File: config.mk
export PLATFORM = sky130hd
export DESIGN_NAME = seq_pattern_tx_flat
export DESIGN_NICKNAME = d
export VERILOG_FILES = /design/src/rtl/seq_pattern_tx_pkg.sv /design/src/rtl/seq_pattern_tx_if.sv /design/src/rtl/seq_pattern_tx_shift.sv /design/src/rtl/seq_pattern_tx.sv /design/src/flat_wrapper.sv
export SDC_FILE = /design/constraint.sdc
export NUM_CORES = 1
export LEC_CHECK = 0
export CAP_MARGIN = 20
export CORE_MARGIN = 5
export CORE_UTILIZATION = 53
export CTS_CLUSTER_DIAMETER = 80
export DETAILED_ROUTE_END_ITERATION = 12
export PLACE_DENSITY_LB_ADDON = 0.1
export SYNTH_ARGS = -nofsm -noshare
export SYNTH_HDL_FRONTEND = slang
export SYNTH_SLANG_ARGS = --single-unit
File: constraint.sdc
create_clock -name clk -period 3.56 [get_ports clk]
set_input_delay 0.534 -clock clk [delete_from_list [all_inputs] [get_ports clk]]
set_output_delay 0.534 -clock clk [all_outputs]
set_load 0.1 [all_outputs]
File: src/rtl/seq_pattern_tx_pkg.sv
// Shared types and default widths for the serial pattern transmitter.
package seq_tx_pkg;
    localparam int DEF_PAT_W = 4;
    localparam int DEF_CNT_W = 4;

    typedef enum logic [1:0] {
        IDLE = 2'd0,
        SEND = 2'd1,
        GAP  = 2'd2,
        DONE = 2'd3
    } state_t;
endpackage

File: src/rtl/seq_pattern_tx_if.sv
// Control/configuration inputs and serial outputs of the pattern transmitter.
interface seq_pattern_tx_if
    import seq_tx_pkg::*;
#(
    parameter int PAT_W = DEF_PAT_W,
    parameter int CNT_W = DEF_CNT_W
) ();
    logic             start;
    logic             stop;
    logic [PAT_W-1:0] pattern;
    logic [CNT_W-1:0] repeat_n;
    logic [CNT_W-1:0] gap;
    logic             x;
    logic             bit_valid;
    logic             busy;
    logic             done;

    modport master (
        output start, stop, pattern, repeat_n, gap,
        input  x, bit_valid, busy, done
    );

    modport slave (
        input  start, stop, pattern, repeat_n, gap,
        output x, bit_valid, busy, done
    );
endinterface

File: src/rtl/seq_pattern_tx_shift.sv
// Loadable MSB-first shift register with bit index; last_bit marks the final bit of a pattern.
module seq_tx_shift
    import seq_tx_pkg::*;
#(
    parameter int PAT_W = DEF_PAT_W
) (
    input  logic             clk,
    input  logic             reset,
    input  logic             load,
    input  logic             shift,
    input  logic [PAT_W-1:0] load_val,
    output logic             msb,
    output logic             last_bit
);
    localparam int IDX_W = $clog2(PAT_W);
    localparam logic [IDX_W-1:0] LAST_IDX = IDX_W'(PAT_W - 1);

    logic [PAT_W-1:0] sreg;
    logic [IDX_W-1:0] idx;

    // load wins over shift so a back-to-back repetition restarts cleanly
    always_ff @(posedge clk or posedge reset) begin
        if (reset) begin
            sreg <= '0;
            idx  <= '0;
        end else if (load) begin
            sreg <= load_val;
            idx  <= '0;
        end else if (shift) begin
            sreg <= {sreg[PAT_W-2:0], 1'b0};
            idx  <= last_bit ? '0 : idx + IDX_W'(1);
        end
    end

    assign msb      = sreg[PAT_W-1];
    assign last_bit = (idx == LAST_IDX);
endmodule

File: src/rtl/seq_pattern_tx.sv
// Sends a captured bit pattern repeat_n times, MSB first, with gap idle cycles between repetitions.
// Outputs are decoded from the state register and shift register only.
module seq_pattern_tx
    import seq_tx_pkg::*;
#(
    parameter int PAT_W = DEF_PAT_W,
    parameter int CNT_W = DEF_CNT_W
) (
    input  logic             clk,
    input  logic             reset,
    seq_pattern_tx_if.slave  bus
);
    state_t           state, next_state;
    logic             msb, last_bit, load, shift, start_acc, last_rep;
    logic [PAT_W-1:0] pat_r, load_val;
    logic [CNT_W-1:0] rem_r, gap_r, gap_cnt;

    assign start_acc = (state == IDLE) && bus.start && !bus.stop;
    assign last_rep  = (rem_r == CNT_W'(1));
    // on the start edge the captured copy is not yet valid, so load straight from the port
    assign load_val  = (state == IDLE) ? bus.pattern : pat_r;

    always_ff @(posedge clk or posedge reset) begin
        if (reset) state <= IDLE;
        else       state <= next_state;
    end

    always_comb begin
        next_state = state;
        if (bus.stop) begin
            next_state = IDLE;
        end else begin
            case (state)
                IDLE: if (bus.start) next_state = (bus.repeat_n == '0) ? DONE : SEND;
                SEND: if (last_bit) begin
                    if (last_rep)         next_state = DONE;
                    else if (gap_r == '0) next_state = SEND;
                    else                  next_state = GAP;
                end
                GAP:  if (gap_cnt == '0) next_state = SEND;
                DONE: next_state = IDLE;
                default: next_state = IDLE;
            endcase
        end
    end

    always_comb begin
        bus.x         = (state == SEND) && msb;
        bus.bit_valid = (state == SEND);
        bus.busy      = (state != IDLE);
        bus.done      = (state == DONE);
        shift         = (state == SEND);
        load          = (next_state == SEND) && ((state != SEND) || last_bit);
    end

    always_ff @(posedge clk or posedge reset) begin
        if (reset) begin
            pat_r   <= '0;
            rem_r   <= '0;
            gap_r   <= '0;
            gap_cnt <= '0;
        end else begin
            if (start_acc) begin
                pat_r <= bus.pattern;
                rem_r <= bus.repeat_n;
                gap_r <= bus.gap;
            end
            // rem_r is at least 1 whenever SEND is active, so this never underflows
            if (state == SEND && last_bit && !bus.stop)
                rem_r <= rem_r - CNT_W'(1);
            if (state == SEND && next_state == GAP)
                gap_cnt <= gap_r - CNT_W'(1);
            else if (state == GAP && gap_cnt != '0)
                gap_cnt <= gap_cnt - CNT_W'(1);
        end
    end

    seq_tx_shift #(.PAT_W(PAT_W)) u_shift (
        .clk      (clk),
        .reset    (reset),
        .load     (load),
        .shift    (shift),
        .load_val (load_val),
        .msb      (msb),
        .last_bit (last_bit)
    );
endmodule

File: src/flat_wrapper.sv
// flat-port wrapper written by rule: the top's interface ports become plain ports
module seq_pattern_tx_flat import seq_tx_pkg::*;
#(
    parameter int PAT_W = DEF_PAT_W,
    parameter int CNT_W = DEF_CNT_W
)
  (clk, reset, bus_start, bus_stop, bus_pattern, bus_repeat_n, bus_gap, bus_x, bus_bit_valid, bus_busy, bus_done);
  seq_pattern_tx_if #(.PAT_W(PAT_W), .CNT_W(CNT_W)) bus_i ();
  input  logic clk;
  input  logic reset;
  input wire logic [$bits(bus_i.start)-1:0] bus_start;
  input wire logic [$bits(bus_i.stop)-1:0] bus_stop;
  input wire logic [$bits(bus_i.pattern)-1:0] bus_pattern;
  input wire logic [$bits(bus_i.repeat_n)-1:0] bus_repeat_n;
  input wire logic [$bits(bus_i.gap)-1:0] bus_gap;
  output wire logic [$bits(bus_i.x)-1:0] bus_x;
  output wire logic [$bits(bus_i.bit_valid)-1:0] bus_bit_valid;
  output wire logic [$bits(bus_i.busy)-1:0] bus_busy;
  output wire logic [$bits(bus_i.done)-1:0] bus_done;
  assign bus_i.start = bus_start;
  assign bus_i.stop = bus_stop;
  assign bus_i.pattern = bus_pattern;
  assign bus_i.repeat_n = bus_repeat_n;
  assign bus_i.gap = bus_gap;
  assign bus_x = bus_i.x;
  assign bus_bit_valid = bus_i.bit_valid;
  assign bus_busy = bus_i.busy;
  assign bus_done = bus_i.done;
  seq_pattern_tx #(.PAT_W(PAT_W), .CNT_W(CNT_W)) u_core (.clk(clk), .reset(reset), .bus(bus_i));
endmodule
==> flow_summary.toml, run 1 <==
[placed_design]
dp.cells = 173
dpl.hpwl_mm = 2.09
gp_congestion = 0.846
io_buffers = 19

[timing]
finalCritPeriodShare = 0.792
skew_ns = 0.00789
relSlewSlack = 0.391
fin_crit_ns = 2.82
tightest_slew_ns = 0.912
drv_slew = 0
grt_setup_unrepaired = "false"
hold_viol = 0
finalSetupViolations = 0
max_freq_mhz = 355
tns_ns = 0

[clock_network]
clk_pin_slew_ns = 0.13
clock_latency_ns = 0.33
clockBufferDepth = 2
cts-resized-gates = 0
holdBufCountCts = 0
cts_setup_buffers = 0
root_buffer = "clkbuf_4"
h-tree-depth = 1
clkSinkCount = 24
cts_tree = "yes"
numCtsBuffers = 3

[drt]
drt-initial-drc-count = 60
viasPerCell = 5.85
wl_per_cell_um = 15.8
wl_mm = 2.80
vias = 1036
drc = 0
drt-pass1-iter-count = 4
antenna_left = 0

[hold_path]
hold_depth = 1
worstHoldPathType = "reg2reg"
whs_endpoint = "u_core.rem_r[3]$_DFFE_PP0P_"
hp-start = "u_core.rem_r[3]$_DFFE_PP0P_"

[worst_setup_path]
crit_family = "simple AND/OR/NAND/NOR gates"
start_kind = "flip-flop"
slowest_delay_ns = 0.63
reg2reg_from = "u_core.state[0]$_DFF_PP0_"
worstPathRequired_ns = 3.77
r2r_cells = 9
r2r-end = "u_core.gap_cnt[2]$_DFFE_PP0P_"
crit_fanout = 15
worstSetupPathType = "reg2reg"
path_buf_inv = 0
critical_path.cell_chain = "or4b_4 > nor4_4 > nor3_2 > nor4_4 > mux2i_1 > ha_1 > nand2_1 > xor2_1 > mux2i_1"
crit_slowest_cell = "or4b_4"
end_kind = "flip-flop"
cp.arrival_ns = 3.03
reg2reg_setup_slack_ns = 0.74

[status]
status = "finished, final reports clean"

[final_layout]
fin_cells = 177
antenna_cells = 0
drive_gt1_frac = 0.184
most-common-layout-cells = "dfrtp_1, clkdlybuf4s50_1, mux2i_1"
syn2layout_area_growth_pct = 17.3
final_common_cell = "dfrtp_1"
final_nets = 168
fin_util = 0.653

[global_routing]
grt_pass1_vias = 1093
grt_antenna_before_repair = 0
grt_max_degree = 25
grtUsageTotal = 0.178
grt-ovfl-total = 0
grt_first_pass_wirelength_mm = 4.81

[die]
die_area_mm2 = 0.00372
start_util = 0.557
boundaryPins = 20
fp.dieH_um = 61.0
die-width_um = 61.0
core-area_mm2 = 0.00248
num_rows = 18

[yosys]
yosysSeqAreaShare = 0.436
syn_avg_cell_area_um2 = 10.8
ys_ff_latch = 24
synth_area_mm2 = 0.00138
yosysWarnings = 0
synth_cell_types = 38
synthCells = 128
syn_nets = 148

[pwr]
ir_worst_vdd_v = 0.000511
totalPowerFinal_w = 0.000969
p_leak_nw = 0.679
powerDensity_mw_per_mm2 = 599

[flow_run]
cap_viol_max_count = 0
## cell families after synthesis
logic type                 Yosys count  share of synthesized area
buffers and inverters               12                     0.0381
DFF                                 24                      0.436
xor gates and xnor gates             3                     0.0191
and+or+nand+nor                     42                      0.197
muxes                               21                      0.160
adders and majority gates            4                     0.0363
AOI/OAI and AO/OA                   22                      0.114
## through the flow
step	setup WS, ns	hold WS (ns)	area (µm²)
6_report	0.742	0.498	1620
5_1_grt	0.530	0.516	1620
4_1_cts	0.732	0.495	1620
2_1_floorplan	0.510	0.443	1380
3_3_place_gp	0.485	0.467	1580
3_5_place_dp	0.359	0.476	1580
## power by group
group          switching (W)  leakage, nW  internal (W)
Sequential         0.0000892        0.285      0.000368
Combinational       0.000201        0.372      0.000164
Clock              0.0000843       0.0210     0.0000627
Total               0.000375        0.679      0.000594
## layer usage
layer,vias to the layer above,routed length (µm),GRT usage
met2,22,1360,0.293
met1,507,1230,0.218
met3,9,125,0.0298
met4,0,85,0.105
met5,-,0,0
li1,498,-,-
## cell type report
| cell class | instances | area, µm² |
|---|---|---|
| flip-flops and latches | 24 | 601 |
| multi-input cells | 92 | 726 |
| well taps | 30 | 37.5 |
| fillers | 198 | 860 |
| repair buffers | 21 | 195 |
| inverters | 6 | 22.5 |
| clock buffers | 4 | 36.3 |
## registers in the layout, summed over array words and instances, names as in the netlist
register             cells
u_core.pat_r             4
u_core.u_shift.sreg      4
u_core.rem_r             4
u_core.gap_r             4
u_core.u_shift.idx       2
u_core.state             2
u_core.gap_cnt           4
## cell usage after synthesis
| library cell | count | area (µm²) |
|---|---|---|
| and4b_1 | 1 | 10.0 |
| ha_1 | 4 | 50.1 |
| o21ai_0 | 1 | 5.00 |
| o41ai_1 | 2 | 17.5 |
| a21oi_1 | 7 | 35.0 |
| xnor2_1 | 2 | 17.5 |
| or2_2 | 1 | 6.26 |
| or4b_4 | 1 | 13.8 |
| clkbuf_1 | 5 | 18.8 |
| nand3b_1 | 2 | 15.0 |
| nor3_2 | 1 | 10.0 |
| mux2_2 | 8 | 90.1 |
| dfrtp_1 | 24 | 601 |
| xor2_1 | 1 | 8.76 |
| a41oi_1 | 1 | 8.76 |
| nand2b_1 | 1 | 6.26 |
| inv_1 | 6 | 22.5 |
| nor4_4 | 2 | 42.5 |
| o32ai_1 | 1 | 8.76 |
| and2_1 | 3 | 18.8 |
| nand2_1 | 7 | 26.3 |
| o31ai_1 | 1 | 7.51 |
| mux2i_1 | 13 | 130 |
| or3_1 | 1 | 6.26 |
| nor2_2 | 1 | 6.26 |
| nor3_1 | 3 | 15.0 |
| o211ai_1 | 2 | 15.0 |
| a31o_1 | 2 | 17.5 |
| or3b_1 | 1 | 8.76 |
| a211oi_1 | 1 | 7.51 |
| o41ai_2 | 1 | 16.3 |
| buf_6 | 1 | 11.3 |
| o22ai_1 | 3 | 18.8 |
| nor4_1 | 1 | 6.26 |
| nand3_2 | 1 | 10.0 |
| nor2_1 | 12 | 45.0 |
| nor4_2 | 1 | 12.5 |
| nor2b_1 | 2 | 12.5 |
## how the worst max path moves through the flow
stage                                          to  cells after the start                 startpoint  slack [ns]
finish              u_core.gap_cnt[2]$_DFFE_PP0P_                      9  u_core.state[0]$_DFF_PP0_        0.74
global route        u_core.gap_cnt[2]$_DFFE_PP0P_                      9  u_core.state[0]$_DFF_PP0_        0.53
CTS                 u_core.gap_cnt[2]$_DFFE_PP0P_                     10                  bus_start        0.73
detailed placement  u_core.gap_cnt[2]$_DFFE_PP0P_                     10                  bus_start        0.36
floorplan                                   bus_x                      5  u_core.state[0]$_DFF_PP0_        0.51
global placement    u_core.gap_cnt[2]$_DFFE_PP0P_                     10                  bus_start        0.49
Note: power is estimated with default switching activity, not from simulation.
==> inputs of run 2 (changes only) <==
Clock period 3.56 ns to 2.62 ns, I/O delays scaled along.
==> run 2 against run 1 <==
  * First-iteration DRC count decreased by 53%
  * Clock skew decreased by 0.0047 ns
  * Die area unchanged
  * Combinational power increased by 54%
  * Final cell count increased by 5.6%
  * Global-route usage increased by 0.69 points
  * Count of clock-buffer cells in the layout unchanged
  * Final area increased by 7.4%
  * Register-to-register slack got worse by 0.50 ns
  * Wire length increased by 1.7%
  * Via count increased by 2.1%
  * Power increased by 41%
  * Largest cell class unchanged
==> flow_summary.toml, run 2 (synthesis gave the netlist of run 1 again) <==
[final_layout]
antenna_cells = 0
seq_area_um2 = 601
final_common_cell = "dfrtp_1"
fillers = 183
fin_cells = 187
final_nets = 178
drive_gt1_frac = 0.274
syn2layout_area_growth_pct = 26.0
most-common-layout-cells = "dfrtp_1, clkdlybuf4s50_1, buf_4"
finalInstanceArea_mm2 = 0.00174
multi_input_area_um2 = 738

[worst_setup_path]
start_kind = "flip-flop"
worstSetupPathType = "reg2out"
cp.arrival_ns = 2.01
crit_fanout = 9
worstPathRequired_ns = 2.23
end_kind = "output port"

[status]
status = "finished, final reports clean"

[timing]
drv_slew = 0
hold_slack_ns = 0.420
finalCritPeriodShare = 0.917
fin_crit_ns = 2.40
finalSetupViolations = 0
max_freq_mhz = 416
tns_ns = 0
hold_viol = 0
grt_setup_unrepaired = "false"
tightest_slew_ns = 0.472
relSlewSlack = 0.685
skew_ns = 0.00317

[clock_network]
cts_tree = "yes"
clock_latency_ns = 0.30
cts_setup_buffers = 0
holdBufCountCts = 0
h-tree-depth = 1
root_buffer = "clkbuf_4"
clk_pin_slew_ns = 0.13
clkSinkCount = 24
clockBufferDepth = 2
numCtsBuffers = 3
cts-resized-gates = 0

[drt]
wl_mm = 2.85
drc = 0
viasPerCell = 5.66
wl_per_cell_um = 15.2
antenna_left = 0
drt-initial-drc-count = 28
drt-pass1-iter-count = 4
vias = 1058

[die]
die_area_mm2 = 0.00372
core-area_mm2 = 0.00248
boundaryPins = 20
num_rows = 18
fp.dieH_um = 61.0
die-width_um = 61.0
start_util = 0.557

[hold_path]
worstHoldPathType = "in2async"

[global_routing]
grtUsageTotal = 0.185
grt_antenna_before_repair = 0
grt_first_pass_wirelength_mm = 5.02
grt-ovfl-total = 0
grt_pass1_vias = 1072
grt_max_degree = 25

[flow_run]
cap_viol_max_count = 0

[pwr]
powerDensity_mw_per_mm2 = 787
p_leak_nw = 0.725
ir_worst_vdd_v = 0.000497

[placed_design]
dpl.hpwl_mm = 2.23
placed_area_mm2 = 0.00170
io_buffers = 19
gp_congestion = 0.826
dp.cells = 183
[run 2: cell type report]
type / instances / share of cell area
Multi-Input combinational cell: 92 / 0.425
Sequential cell: 24 / 0.346
Timing Repair Buffer: 31 / 0.170
Tap cell: 30 / 0.0216
Clock buffer: 4 / 0.0209
Inverter: 6 / 0.0173
[run 2: report_power, final]
group | switching (W) | internal [W]
combinational | 0.000299 | 0.000264
sequential | 0.000116 | 0.000500
clock | 0.000104 | 0.0000846
total | 0.000519 | 0.000849
[run 2: worst paths after layout]
path / end / cells past startpoint / start / slack (ns)
setup / recovery: bus_x / 5 / u_core.state[1]$_DFF_PP0_ / 0.22
hold / removal: u_core.pat_r[3]$_DFFE_PP0P_ / 3 / reset / 0.42
setup reg to reg: u_core.gap_cnt[2]$_DFFE_PP0P_ / 11 / u_core.rem_r[1]$_DFFE_PP0P_ / 0.24
hold reg to reg: u_core.rem_r[3]$_DFFE_PP0P_ / 1 / u_core.rem_r[3]$_DFFE_PP0P_ / 0.49
max in group asynchronous: u_core.gap_r[2]$_DFFE_PP0P_ / 3 / reset / 1.97
min in group clk: u_core.rem_r[3]$_DFFE_PP0P_ / 1 / u_core.rem_r[3]$_DFFE_PP0P_ / 0.49
[run 2: through the flow]
| step | power, W | setup WS [ns] | utilization |
|---|---|---|---|
| 2_1_floorplan | 0.00100 | -0.0282 | - |
| 3_3_place_gp | 0.00116 | -0.112 | 0.687 |
| 3_5_place_dp | 0.00119 | -0.211 | 0.687 |
| 4_1_cts | 0.00138 | 0.126 | 0.702 |
| 5_1_grt | 0.00147 | 0.0522 | 0.702 |
| 6_report | 0.00137 | 0.217 | 0.702 |
[run 2: layer usage]
metal	wire, µm	vias up	track usage
met1	1290	505	0.252
li1	-	526	-
met5	0	-	0
met3	107	4	0.0298
met2	1400	23	0.299
met4	48	0	0.0619
[run 2: worst max-delay path, stage by stage, from the launching register on]
cell	delay, ns
dfrtp_1	0.38
buf_4	0.19
nand2b_1	0.42
clkinvlp_4	0.29
and2_2	0.27
buf_12	0.16
